$ cat src/rtl/wb_pkg.sv
// Shared pipeline types for the ALU->writeback boundary plus writeback-local
// state, redirect and flush-counter definitions.
package wb_pkg;

  localparam int IMM_W       = 32;
  localparam int REG_NUM_MAX = 16;
  localparam int REG_W       = $clog2(REG_NUM_MAX);
  localparam int FLUSH_CNT_W = 3;

  typedef logic [IMM_W-1:0] imm_t;
  typedef logic [REG_W-1:0] reg_t;

  typedef struct packed {
    logic wb_wr;
    reg_t reg_dst;
    logic pc_branch;
  } alu_fur_sig_t;

  typedef struct packed {
    imm_t         dst;
    alu_fur_sig_t fur_sig;
  } alu_to_wb_req_t;

  typedef enum logic {
    WB_RUN,
    WB_FLUSH
  } wb_state_t;

  typedef struct packed {
    logic redirect;
    imm_t target;
  } wb_to_fetch_redirect_t;

endpackage

$ cat src/rtl/writeback_if.sv
// Bundle between the ALU/register-read stages and writeback: the incoming
// request plus the two register read ports.
interface writeback_if;
  import wb_pkg::*;

  alu_to_wb_req_t alu_to_wb_req;
  reg_t           rd_addr_1;
  reg_t           rd_addr_2;
  imm_t           rd_data_1;
  imm_t           rd_data_2;

  modport master (
    output alu_to_wb_req, rd_addr_1, rd_addr_2,
    input  rd_data_1, rd_data_2
  );

  modport slave (
    input  alu_to_wb_req, rd_addr_1, rd_addr_2,
    output rd_data_1, rd_data_2
  );
endinterface

$ cat src/rtl/wb_regfile.sv
// Architectural register file: one synchronous write port, two combinational
// read ports that forward the same-cycle write; register 0 reads as zero.
module wb_regfile
  import wb_pkg::*;
#(
  parameter int REG_NUM = 16
) (
  input  logic clk,
  input  logic rst,
  input  logic we_i,
  input  reg_t waddr_i,
  input  imm_t wdata_i,
  input  reg_t rd_addr_1_i,
  input  reg_t rd_addr_2_i,
  output imm_t rd_data_1_o,
  output imm_t rd_data_2_o
);

  imm_t regs_q [REG_NUM];
  logic wr_ok;

  assign wr_ok = we_i && (waddr_i != '0) && (int'(waddr_i) < REG_NUM);

  // NOTE: the array is cleared on reset because software may read any register
  // before writing it; a reset-less RAM macro would not give that guarantee.
  always_ff @(posedge clk) begin
    if (rst) begin
      for (int i = 0; i < REG_NUM; i++) regs_q[i] <= '0;
    end else if (wr_ok) begin
      regs_q[waddr_i] <= wdata_i;
    end
  end

  function automatic imm_t read_port(input reg_t addr);
    imm_t data;
    data = '0;
    if (addr != '0 && int'(addr) < REG_NUM) begin
      data = (wr_ok && waddr_i == addr) ? wdata_i : regs_q[addr];
    end
    return data;
  endfunction

  always_comb begin
    rd_data_1_o = read_port(rd_addr_1_i);
    rd_data_2_o = read_port(rd_addr_2_i);
  end

endmodule

$ cat src/rtl/writeback.sv
// Final pipeline stage: registers the ALU result, commits it to the register
// file, converts branches into a one-cycle fetch redirect and squashes the wrong path.
module writeback
  import wb_pkg::*;
#(
  parameter int REG_NUM      = 16,
  parameter int FLUSH_CYCLES = 2,
  parameter int CNT_W        = 32
) (
  input  logic                  clk,
  input  logic                  rst,
  writeback_if.slave            wb_if,
  output wb_to_fetch_redirect_t wb_to_fetch_o,
  output logic                  flush_o,
  output logic [CNT_W-1:0]      retired_cnt_o
);

  alu_to_wb_req_t        req_q, req_d;
  wb_state_t             state_q, state_d;
  logic [FLUSH_CNT_W-1:0] flush_cnt_q, flush_cnt_d;
  wb_to_fetch_redirect_t redirect_q, redirect_d;
  logic [CNT_W-1:0]      retired_cnt_q, retired_cnt_d;

  logic live;
  logic branch_take;
  logic commit_we;
  logic retire;

  always_comb begin
    live        = (state_q == WB_RUN);
    branch_take = live && req_q.fur_sig.pc_branch;
    commit_we   = live && !req_q.fur_sig.pc_branch && req_q.fur_sig.wb_wr;
    retire      = live && (req_q.fur_sig.wb_wr || req_q.fur_sig.pc_branch);
  end

  // NOTE: every signal gets a default before the case so no path leaves it
  // unassigned; otherwise synthesis would infer a latch.
  always_comb begin
    req_d         = wb_if.alu_to_wb_req;
    state_d       = state_q;
    flush_cnt_d   = flush_cnt_q;
    redirect_d    = '0;
    retired_cnt_d = retired_cnt_q + {{(CNT_W-1){1'b0}}, retire};

    if (branch_take) redirect_d = '{redirect: 1'b1, target: req_q.dst};

    unique case (state_q)
      WB_RUN: begin
        if (branch_take) begin
          state_d     = WB_FLUSH;
          flush_cnt_d = FLUSH_CNT_W'(FLUSH_CYCLES);
        end
      end
      WB_FLUSH: begin
        // The request sitting in req_q is squashed this cycle either way.
        if (flush_cnt_q == FLUSH_CNT_W'(1)) begin
          state_d     = WB_RUN;
          flush_cnt_d = '0;
        end else begin
          flush_cnt_d = flush_cnt_q - FLUSH_CNT_W'(1);
        end
      end
      default: begin
        state_d     = WB_RUN;
        flush_cnt_d = '0;
      end
    endcase
  end

  // NOTE: sequential state uses non-blocking assignments so every flop samples
  // the pre-edge value of its neighbours, independent of statement order.
  always_ff @(posedge clk) begin
    if (rst) begin
      req_q         <= '0;
      state_q       <= WB_RUN;
      flush_cnt_q   <= '0;
      redirect_q    <= '0;
      retired_cnt_q <= '0;
    end else begin
      req_q         <= req_d;
      state_q       <= state_d;
      flush_cnt_q   <= flush_cnt_d;
      redirect_q    <= redirect_d;
      retired_cnt_q <= retired_cnt_d;
    end
  end

  wb_regfile #(
    .REG_NUM (REG_NUM)
  ) u_regfile (
    .clk         (clk),
    .rst         (rst),
    .we_i        (commit_we),
    .waddr_i     (req_q.fur_sig.reg_dst),
    .wdata_i     (req_q.dst),
    .rd_addr_1_i (wb_if.rd_addr_1),
    .rd_addr_2_i (wb_if.rd_addr_2),
    .rd_data_1_o (wb_if.rd_data_1),
    .rd_data_2_o (wb_if.rd_data_2)
  );

  assign wb_to_fetch_o = redirect_q;
  assign flush_o       = (state_q == WB_FLUSH);
  assign retired_cnt_o = retired_cnt_q;

endmodule

$ cat src/flat_wrapper.sv
// flat-port wrapper written by rule: the top's interface ports become plain ports
module writeback_flat import wb_pkg::*;
#(
  parameter int REG_NUM      = 16,
  parameter int FLUSH_CYCLES = 2,
  parameter int CNT_W        = 32
)
  (clk, rst, wb_to_fetch_o, flush_o, retired_cnt_o, wb_if_alu_to_wb_req, wb_if_rd_addr_1, wb_if_rd_addr_2, wb_if_rd_data_1, wb_if_rd_data_2);
  writeback_if wb_if_i ();
  input  logic clk;
  input  logic rst;
  output wb_to_fetch_redirect_t wb_to_fetch_o;
  output logic flush_o;
  output logic [CNT_W-1:0] retired_cnt_o;
  input wire logic [$bits(wb_if_i.alu_to_wb_req)-1:0] wb_if_alu_to_wb_req;
  input wire logic [$bits(wb_if_i.rd_addr_1)-1:0] wb_if_rd_addr_1;
  input wire logic [$bits(wb_if_i.rd_addr_2)-1:0] wb_if_rd_addr_2;
  output wire logic [$bits(wb_if_i.rd_data_1)-1:0] wb_if_rd_data_1;
  output wire logic [$bits(wb_if_i.rd_data_2)-1:0] wb_if_rd_data_2;
  assign wb_if_i.alu_to_wb_req = wb_if_alu_to_wb_req;
  assign wb_if_i.rd_addr_1 = wb_if_rd_addr_1;
  assign wb_if_i.rd_addr_2 = wb_if_rd_addr_2;
  assign wb_if_rd_data_1 = wb_if_i.rd_data_1;
  assign wb_if_rd_data_2 = wb_if_i.rd_data_2;
  writeback #(.REG_NUM(REG_NUM), .FLUSH_CYCLES(FLUSH_CYCLES), .CNT_W(CNT_W)) u_core (.clk(clk), .rst(rst), .wb_if(wb_if_i), .wb_to_fetch_o(wb_to_fetch_o), .flush_o(flush_o), .retired_cnt_o(retired_cnt_o));
endmodule
$ cat config.mk
export PLATFORM = sky130hd
export DESIGN_NAME = writeback_flat
export DESIGN_NICKNAME = d
export VERILOG_FILES = /design/src/rtl/wb_pkg.sv /design/src/rtl/writeback_if.sv /design/src/rtl/wb_regfile.sv /design/src/rtl/writeback.sv /design/src/flat_wrapper.sv
export SDC_FILE = /design/constraint.sdc
export NUM_CORES = 1
export LEC_CHECK = 0
export CORE_MARGIN = 4
export CORE_UTILIZATION = 60
export DETAILED_ROUTE_END_ITERATION = 10
export MAX_ROUTING_LAYER = met4
export PLACE_DENSITY = 0.8
export SLEW_MARGIN = 20
export SYNTH_ARGS = -nofsm -noshare
export SYNTH_HDL_FRONTEND = slang
export SYNTH_HIERARCHICAL = 1
export SYNTH_SLANG_ARGS = --single-unit
$ cat constraint.sdc
create_clock -name clk -period 7.7 [get_ports clk]
set_input_delay 1.155 -clock clk [delete_from_list [all_inputs] [get_ports clk]]
set_output_delay 1.155 -clock clk [all_outputs]
set_load 0.02 [all_outputs]
## After elaboration in Yosys (flattened, before gate mapping)

Memories as Yosys holds them, arrays and structs flattened.
Index checks and enable logic that the tools add are counted.

| operators by class | value |
|---|---|
| $add $sub $neg | 2 |
| $mul | 0 |
| div/mod/pow operators | 0 |
| order comparisons | 0 |
| eq/ne operators | 4 |
| shifts and indexed selects | 0 |
| multiplexer cells | 19 |
| bitwise operators | 2 |
| reductions and logical operators | 14 |

Operators by type and width:

| kind | count |
|---|---|
| $mux 32 | 5 |
| $mux 33 | 1 |
| $add 32x1->32 | 1 |
| $reduce_or 32->1 | 1 |
| $reduce_bool 4->1 | 3 |
| $eq 4x4->1 | 2 |
| $mux 1 | 8 |
| $logic_and 1x1->1 | 7 |
| $mux 3 | 2 |
| $pmux 3 s2 | 1 |
| $mux 4 | 1 |
| $eq 3x1->1 const B | 1 |
| $sub 3x1->3 const B | 1 |
| $ne 2x2->1 const B | 1 |
| $not 1->1 | 2 |
| $pmux 1 s2 | 1 |
| $reduce_or 2->1 | 1 |
| $logic_not 1->1 | 1 |
| $logic_or 1x1->1 | 1 |

| storage, ports and cells | value |
|---|---|
| flip-flop bits (word level) | 107 |
| bits in latches | 0 |
| bits in writable memories | 512 |
| memory bits (read-only) | 0 |
| bits of input ports | 48 |
| output and inout port bits | 130 |
| word-level logic and storage cells | 51 |
| memories | 1 |

Memories:

| name | depth | bits a word | rd ports | clocked after Yosys merged registers in | wr ports | line | source |
|---|---|---|---|---|---|---|---|
| u_core.u_regfile.regs_q | 16 | 32 | 2 | 0 | 16 | wb_regfile.sv:19 | `imm_t regs_q [REG_NUM];` |

## Depth between registers and ports, before layout

Gate-level depths: netlist of the first run.

| logic depth | value |
|---|---|
| depth after elaboration | 9 |
| depth in mapped cells | 9 |
| depth with buffers taken out | 8 |

## Cells and area by module

The synthesis of the first run kept the hierarchy.

Modules (own cells, without submodules):

| module | times used | cells an instance | area an instance (sq um) | sequential area each (sq um) |
|---|---|---|---|---|
| wb_regfile | 1 | 1738 | 27953.1 | 15374.7 |
| writeback | 1 | 357 | 3623.5 | 2142.1 |

## Worst setup path after synthesis of the first run

No wires, ideal clock.

| path | value |
|---|---|
| path type | input -> output |
| from | input wb_if_rd_addr_1[2] |
| to | output wb_if_rd_data_1[22] |
| arrival | 2.527 ns |
| required time | 6.545 ns |
| setup slack | 4.018 ns |
| stages on the path | 7 |
| buffers on the path | 3 |
| cells stage by stage | buf_2 buf_2 buf_2 mux4_2 mux2i_1 mux2i_1 a22o_1 |

| on the way | value |
|---|---|
| longest elaborated chain between the ends | 4 |
| elaborated cells between the ends (all ways) | 6 |
| those cells by class | 1 x eq/ne; 2 x mux; 2 x reduce/logical; 1 x memory |

Ends and longest elaborated chain:

| element | line | source |
|---|---|---|
| start, declared | flat_wrapper.sv:16 | `input wire logic [$bits(wb_if_i.rd_addr_1)-1:0] wb_if_rd_addr_1;` |
| branches (longest 3 deep; another with $mem_v2 16x32) | -- |  |
| $mux 32 * | wb_regfile.sv:37 | `if (addr != '0 && int'(addr) < REG_NUM) begin` |
| end, declared | flat_wrapper.sv:18 | `output wire logic [$bits(wb_if_i.rd_data_1)-1:0] wb_if_rd_data_1;` |

Every way passes the cells marked *.

## Worst setup path in the final report of the first run

| path | value |
|---|---|
| from | input wb_if_rd_addr_2[0] |
| to | output wb_if_rd_data_2[18] |

| on the way | value |
|---|---|
| longest elaborated chain between the ends | 4 |
| elaborated cells between the ends (all ways) | 6 |
| those cells by class | 1 x eq/ne; 2 x mux; 2 x reduce/logical; 1 x memory |

Ends and longest elaborated chain:

| element | line | source |
|---|---|---|
| start, declared | flat_wrapper.sv:17 | `input wire logic [$bits(wb_if_i.rd_addr_2)-1:0] wb_if_rd_addr_2;` |
| branches (longest 3 deep; another with $mem_v2 16x32) | -- |  |
| $mux 32 * | wb_regfile.sv:37 |  |
| end, declared | flat_wrapper.sv:19 | `output wire logic [$bits(wb_if_i.rd_data_2)-1:0] wb_if_rd_data_2;` |

Marks and branches as above.

==> out/qor.json, run 1 <==
{
  "routing": {
    "viasPerCell": 6.678,
    "post_drt_wl_per_cell_um": 29.45,
    "final_antenna_net_count": 0,
    "dr.pass1.iters": 5,
    "drtIter0Drc": 2364,
    "via_count": 19730,
    "post-route-drc-count": 0,
    "drt_wl_total_um": 87040
  },
  "timing": {
    "final_layout_worst_hold_slack_ns": 0.4761,
    "tightest_slew_margin_relative_to_the_limit": 0.2595,
    "final-hold-violation-count": 0,
    "worst_pin_slew_ns": 1.111,
    "setup_tns_ns": 0,
    "worst_clock_skew_ns": 0.02200,
    "min_period_ns": 5.533,
    "report.final.slew_viol_count": 0,
    "max_freq_mhz": 180.7,
    "grt_setup_unrepaired": "false",
    "final_min_period_over_clock_period": 0.7186,
    "setup_viol_count_final": 0
  },
  "synth": {
    "ys_seq_elements": 619,
    "post_synth.cell_area_avg_um2": 15.07,
    "ys_dominant_reg_cell": "edfxtp_1",
    "synth_area_leader": "edfxtp_1",
    "synthCells": 2095,
    "post_synth_main_area_contributors": "edfxtp_1 49%, mux4_2 18%, and2_1 10%, dfxtp_1 6.8%, mux2i_1 6.1%",
    "synth_commonest_cells": "515 x and2_1, 512 x edfxtp_1, 256 x mux4_2",
    "synth_async_sr_flop_share": 0,
    "netlist.area_leader.share": 0.4869,
    "top_count_cell_post_synth": "and2_1",
    "synthesis.yosys.warnings": 6,
    "distinct_cell_type_count_of_the_synthesized_netlist": 43,
    "synth_edf_count": 512,
    "synth_area_um2": 31580,
    "ys_seq_area_frac": 0.5547
  },
  "grt": {
    "grt_first_pass_wirelength_um": 130000,
    "number_of_antenna_violations_at_the_first_check_in_global_routing": 2,
    "global_route.overflow_total": 0,
    "grt_util_all_layers": 0.3187,
    "number_of_global_route_vias_before_repair": 20730,
    "grt_start_max_net_pins": 118
  },
  "power_and_ir_drop": {
    "pwr_density_cell_nw_per_um2": 219.8,
    "ir_drop_v": 0.0001625,
    "power.total_mw": 7.884,
    "leakagePower_nw": 13.19
  },
  "floorplan": {
    "num_io_pins": 178,
    "design.die.area_um2": 56360,
    "fp-row-count": 83,
    "fp.dieH_um": 237.4,
    "floorplan.core_area_um2": 51720,
    "initial_utilization": 0.6106,
    "fp.dieW_um": 237.4
  },
  "critical_path": {
    "timing.critical_path.required_ns": 6.55,
    "r2r-end": "u_core/u_regfile/regs_q[3][0]",
    "worstRegToRegCells": 8,
    "r2r_setup_slack_ns": 4.22,
    "worst-endpoint-arrival_ns": 4.38,
    "timing.rr.start": "u_core/flush_o",
    "critical_path_capture_point_type": "output port",
    "setup.worst_path.start_class": "input port",
    "crit_fanout": 64,
    "timing.setup.critical_path_class": "in -> out"
  },
  "clocking": {
    "ctsHoldBuffers": 0,
    "clk_transition_reported_paths_ns": 0.06,
    "cts_sinks": 619,
    "clk-insertion-delay-late_ns": 0.61,
    "largest_buffer_count_on_any_clock_path": 3,
    "tritoncts_clock_tree": "done",
    "post-cts-setup-buffer-count": 0,
    "clock-root-buffer": "clkbuf_16",
    "cts_inserted_buffers": 67,
    "cts.htree.levels": 3,
    "post_cts_resized": 0
  },
  "hold_path": {
    "timing.hold.worst.start": "u_core/flush_cnt_q[0]",
    "worstHoldPathCells": 2,
    "hp-class": "reg -> reg",
    "hold-path-endpoint": "u_core/flush_cnt_q[0]"
  },
  "placed_design": {
    "detailed_place_hpwl_um": 48090,
    "globalplace.congestion": 0.8112,
    "portbufs": 177
  },
  "layout": {
    "post-route-util": 0.6936,
    "nets": 2274,
    "layout-drive-gt1-share": 0.1965,
    "antennaDiodeCount": 0,
    "syn_to_final_growth_pct": 13.60
  },
  "job": {
    "max-cap-violations": 0
  },
  "outcome": {
    "status": "finished, final reports clean"
  }
}
[cell type report]
| type | instances | area (um^2) |
|---|---|---|
| repair buffers | 221 | 2127 |
| fillers | 3419 | 15850 |
| well taps | 680 | 850.8 |
| flip-flops and latches | 619 | 17520 |
| inverters | 11 | 41.29 |
| clock buffers | 87 | 1813 |
| multi-input cells | 1301 | 13180 |
| clock inverters | 36 | 345.3 |
[how the worst max path moves through the flow]
stage	startpoint	endpoint	slack (ns)
finish	wb_if_rd_addr_2[0]	wb_if_rd_data_2[18]	2.17
floorplan	wb_if_rd_addr_1[2]	wb_if_rd_data_1[22]	4.02
global route	wb_if_rd_addr_2[0]	wb_if_rd_data_2[13]	1.98
detailed placement	wb_if_rd_addr_2[0]	wb_if_rd_data_2[18]	2.16
CTS	wb_if_rd_addr_2[0]	wb_if_rd_data_2[18]	2.14
global placement	wb_if_rd_addr_2[0]	wb_if_rd_data_2[18]	2.19
[cells by family (layout without fill, tap and decap cells)]
logic type / Yosys count / count (layout) / synth area share
xor+xnor: 17 / 17 / 0.004715
simple gates: 686 / 686 / 0.1335
fa+ha+maj: 5 / 5 / 0.001981
flops: 619 / 619 / 0.5547
buf+inv: 206 / 355 / 0.03427
other cells: 1 / 32 / 0.0001188
compound gates: 111 / 111 / 0.02647
mux: 450 / 450 / 0.2442
[worst max-delay path: stages]
cell             delay (ns)
buf_6                  0.70
buf_4                  0.64
mux4_2                 0.58
mux2i_1                0.30
mux2i_1                0.14
a22o_1                 0.23
clkdlybuf4s50_1        0.53
[state kept, by name (all words and copies together) (netlist names)]
name,cells
u_core/u_regfile/regs_q,512
u_core/req_q,38
u_core/wb_to_fetch_o,33
u_core/retired_cnt_o,32
u_core/flush_cnt_q,3
u_core/flush_o,1
[report_power, final]
group          switching [mW]  internal, mW
registers               0.101          3.74
logic                   0.447         0.410
clock network            1.31          1.87
total                    1.86          6.02
[placed cells by master (no fill, tap or decap), types with 10 or more instances in the layout]
| master | Yosys | routed |
|---|---|---|
| inv_1 | 11 | 11 |
| buf_4 | 9 | 44 |
| or4_1 | 14 | 14 |
| clkinv_1 | 0 | 16 |
| and2_1 | 515 | 513 |
| nor2_2 | 0 | 12 |
| nor2b_1 | 44 | 44 |
| nand3_1 | 11 | 11 |
| o21ai_0 | 13 | 13 |
| mux2i_1 | 192 | 192 |
| conb_1 | 1 | 32 |
| clkbuf_16 | 0 | 68 |
| xor2_1 | 10 | 10 |
| clkdlybuf4s50_1 | 0 | 168 |
| a21oi_1 | 21 | 21 |
| dfxtp_1 | 107 | 107 |
| or2_2 | 16 | 11 |
| mux4_2 | 256 | 256 |
| edfxtp_1 | 512 | 512 |
| a22o_1 | 64 | 64 |
| clkbuf_1 | 105 | 15 |
| nor2_1 | 28 | 16 |
| nand2_1 | 14 | 14 |
[stage by stage]
stage	cell area [um^2]	instances	worst slack (ns)
after floorplan	31690	2126	4.018
after global placement	33700	2832	2.194
after detailed placement	33700	2832	2.163
after CTS	35860	2955	2.141
after global routing	35870	2955	1.982
final	35870	2955	2.167
[per-layer routing]
layer | global-route usage | share of wire
met1 | 0.4017 | 0.36
met2 | 0.5171 | 0.50
met3 | 0.06671 | 0.099
met4 | 0.1196 | 0.043
met5 | - | 0
(Power assumes the default switching activity.)
==> inputs of run 2 (changes only) <==
Clock period 7.7 ns to 5.1 ns, I/O delays scaled along.
==> run 2 against run 1 <==
- register-to-register slack worse by 2.5 ns
- non-clock buffer count up 22
- clock skew grew 0.0059 ns
- clock power is 47% higher
- global-route usage decreased by 0.061 points
- die area unchanged
- setup slack worse by 1.5 ns
- critical path depth unchanged
- largest power group unchanged
- sequential share of layout area fell by 0.35 points
- final cell count increased by 0.64%
- first-iteration DRC count is 1.5% higher
- total power up 49%
==> out/qor.json, run 2 (synthesis gave the netlist of run 1 again) <==
{
  "layout": {
    "final_common_cell": "and2_1",
    "instances_no_fill": 2974,
    "syn_to_final_growth_pct": 14.42,
    "layout-drive-gt1-share": 0.2045,
    "mostFrequentLayoutCells": "513 x and2_1, 512 x edfxtp_1, 256 x mux4_2, 192 x mux2i_1, 168 x clkdlybuf4s50_1",
    "fillerInstances": 3405,
    "max_ffs_per_register": 512,
    "max_flop_register": "u_core/u_regfile/regs_q",
    "nets": 2295
  },
  "placed_design": {
    "dp.cells": 2854,
    "portbufs": 177,
    "globalplace.congestion": 0.8510,
    "detailed_place_hpwl_um": 50220
  },
  "timing": {
    "worst_pin_slew_ns": 0.8888,
    "tightest_slew_margin_relative_to_the_limit": 0.4075,
    "grt_setup_unrepaired": "false",
    "setup_viol_count_final": 0,
    "max_freq_mhz": 224.0,
    "setup_tns_ns": 0,
    "report.final.slew_viol_count": 0,
    "worst_clock_skew_ns": 0.02795,
    "min_period_ns": 4.463,
    "final_min_period_over_clock_period": 0.8752,
    "final-hold-violation-count": 0,
    "final_layout_worst_hold_slack_ns": 0.4940
  },
  "clocking": {
    "clk-insertion-delay-late_ns": 0.62,
    "tritoncts_clock_tree": "done",
    "cts.htree.levels": 3,
    "clk_transition_reported_paths_ns": 0.05,
    "post_cts_resized": 0,
    "post-cts-setup-buffer-count": 0,
    "cts_sinks": 619,
    "ctsHoldBuffers": 0,
    "clock-root-buffer": "clkbuf_16",
    "cts_inserted_buffers": 66,
    "largest_buffer_count_on_any_clock_path": 3
  },
  "critical_path": {
    "timing.critical_path.required_ns": 4.34,
    "crit_fanout": 17,
    "timing.setup.critical_path_class": "reg -> out",
    "worst-endpoint-arrival_ns": 3.70,
    "critical_path_capture_point_type": "output port",
    "r2r_setup_slack_ns": 1.72,
    "setup.worst_path.start_class": "register"
  },
  "routing": {
    "post-route-drc-count": 0,
    "drtIter0Drc": 2399,
    "viasPerCell": 6.660,
    "post_drt_wl_per_cell_um": 29.08,
    "dr.pass1.iters": 6,
    "final_antenna_net_count": 0,
    "drt_wl_total_um": 86480,
    "via_count": 19810
  },
  "grt": {
    "grt_util_all_layers": 0.3181,
    "number_of_antenna_violations_at_the_first_check_in_global_routing": 1,
    "grt_first_pass_wirelength_um": 129200,
    "number_of_global_route_vias_before_repair": 20530,
    "grt_start_max_net_pins": 95,
    "global_route.overflow_total": 0
  },
  "power_and_ir_drop": {
    "pwr-share-clk": 0.395,
    "power.share.combinational": 0.112,
    "p_switching_mw": 2.811,
    "power.total_mw": 11.78,
    "switching_share": 0.2386,
    "pwr_density_cell_nw_per_um2": 326.1,
    "ir_drop_v": 0.0002358,
    "leakagePower_nw": 13.35,
    "cellInternalPower_mw": 8.972,
    "power.share.sequential": 0.492
  },
  "floorplan": {
    "floorplan.core_area_um2": 51720,
    "fp-row-count": 83,
    "fp.dieH_um": 237.4,
    "initial_utilization": 0.6106,
    "num_io_pins": 178,
    "design.die.area_um2": 56360,
    "fp.dieW_um": 237.4
  },
  "job": {
    "max-cap-violations": 0
  },
  "hold_path": {
    "hp-class": "reg -> reg"
  },
  "outcome": {
    "status": "finished, final reports clean"
  }
}
-- run 2: changes by cell type in the layout (fill, tap and decap cells not counted), sizes merged, moves of 3 or more --
cell and change:
bufinv -4, clkinvlp -3, clkbuf +3, buf +22
-- run 2: final timing paths --
path	from	endpoint	depth (start not counted)
max	u_core/flush_o	wb_if_rd_data_2[25]	7
min	u_core/flush_cnt_q[0]	u_core/flush_cnt_q[0]	2
max reg2reg	u_core/flush_o	u_core/u_regfile/regs_q[11][21]	8
min reg2reg	u_core/flush_cnt_q[0]	u_core/flush_cnt_q[0]	2
-- run 2: power groups by stage --
stage          Combinational, mW  Sequential [mW]  Clock (mW)
3_3_place_gp                1.30             5.87           0
2_1_floorplan              0.878             5.83           0
6_report                    1.32             5.80        4.66
3_5_place_dp                1.32             5.90           0
4_1_cts                     1.32             5.79        4.72
5_1_grt                     1.39             5.82        4.96
-- run 2: final cells by class --
cell class,instances,area [um^2],area share
Multi-Input combinational cell,1301,13160,0.3643
Tap cell,680,850.8,0.02355
Timing Repair Buffer,243,2467,0.06829
Clock buffer,90,1874,0.05188
Antenna cell,1,2.502,0.00006926
Inverter,11,41.29,0.001143
Clock inverter,29,215.2,0.005956
Sequential cell,619,17520,0.4848
-- run 2: critical path, cell delays in order, from the launching register on --
cell,delay (ns)
dfxtp_1,0.40
nor2_1,0.24
and2_1,0.28
o41a_1,0.35
and2_2,0.70
buf_12,0.25
a22o_1,0.22
clkdlybuf4s50_1,0.63
-- run 2: metrics by stage --
step,cell area (um^2),setup WS (ns),utilization
after floorplan,31690,2.198,-
after global placement,34040,0.9919,0.6582
after detailed placement,34040,0.9518,0.6582
after CTS,36130,0.6756,0.6986
after global routing,36130,0.5205,0.6986
final,36130,0.6367,0.6986
-- run 2: layer usage --
| layer | part of all wire | vias to the layer above | track usage |
|---|---|---|---|
| li1 | - | 8242 | - |
| met1 | 0.36 | 10050 | 0.4082 |
| met2 | 0.49 | 1246 | 0.5122 |
| met3 | 0.10 | 271 | 0.05894 |
| met4 | 0.045 | 0 | 0.1231 |
| met5 | 0 | - | - |
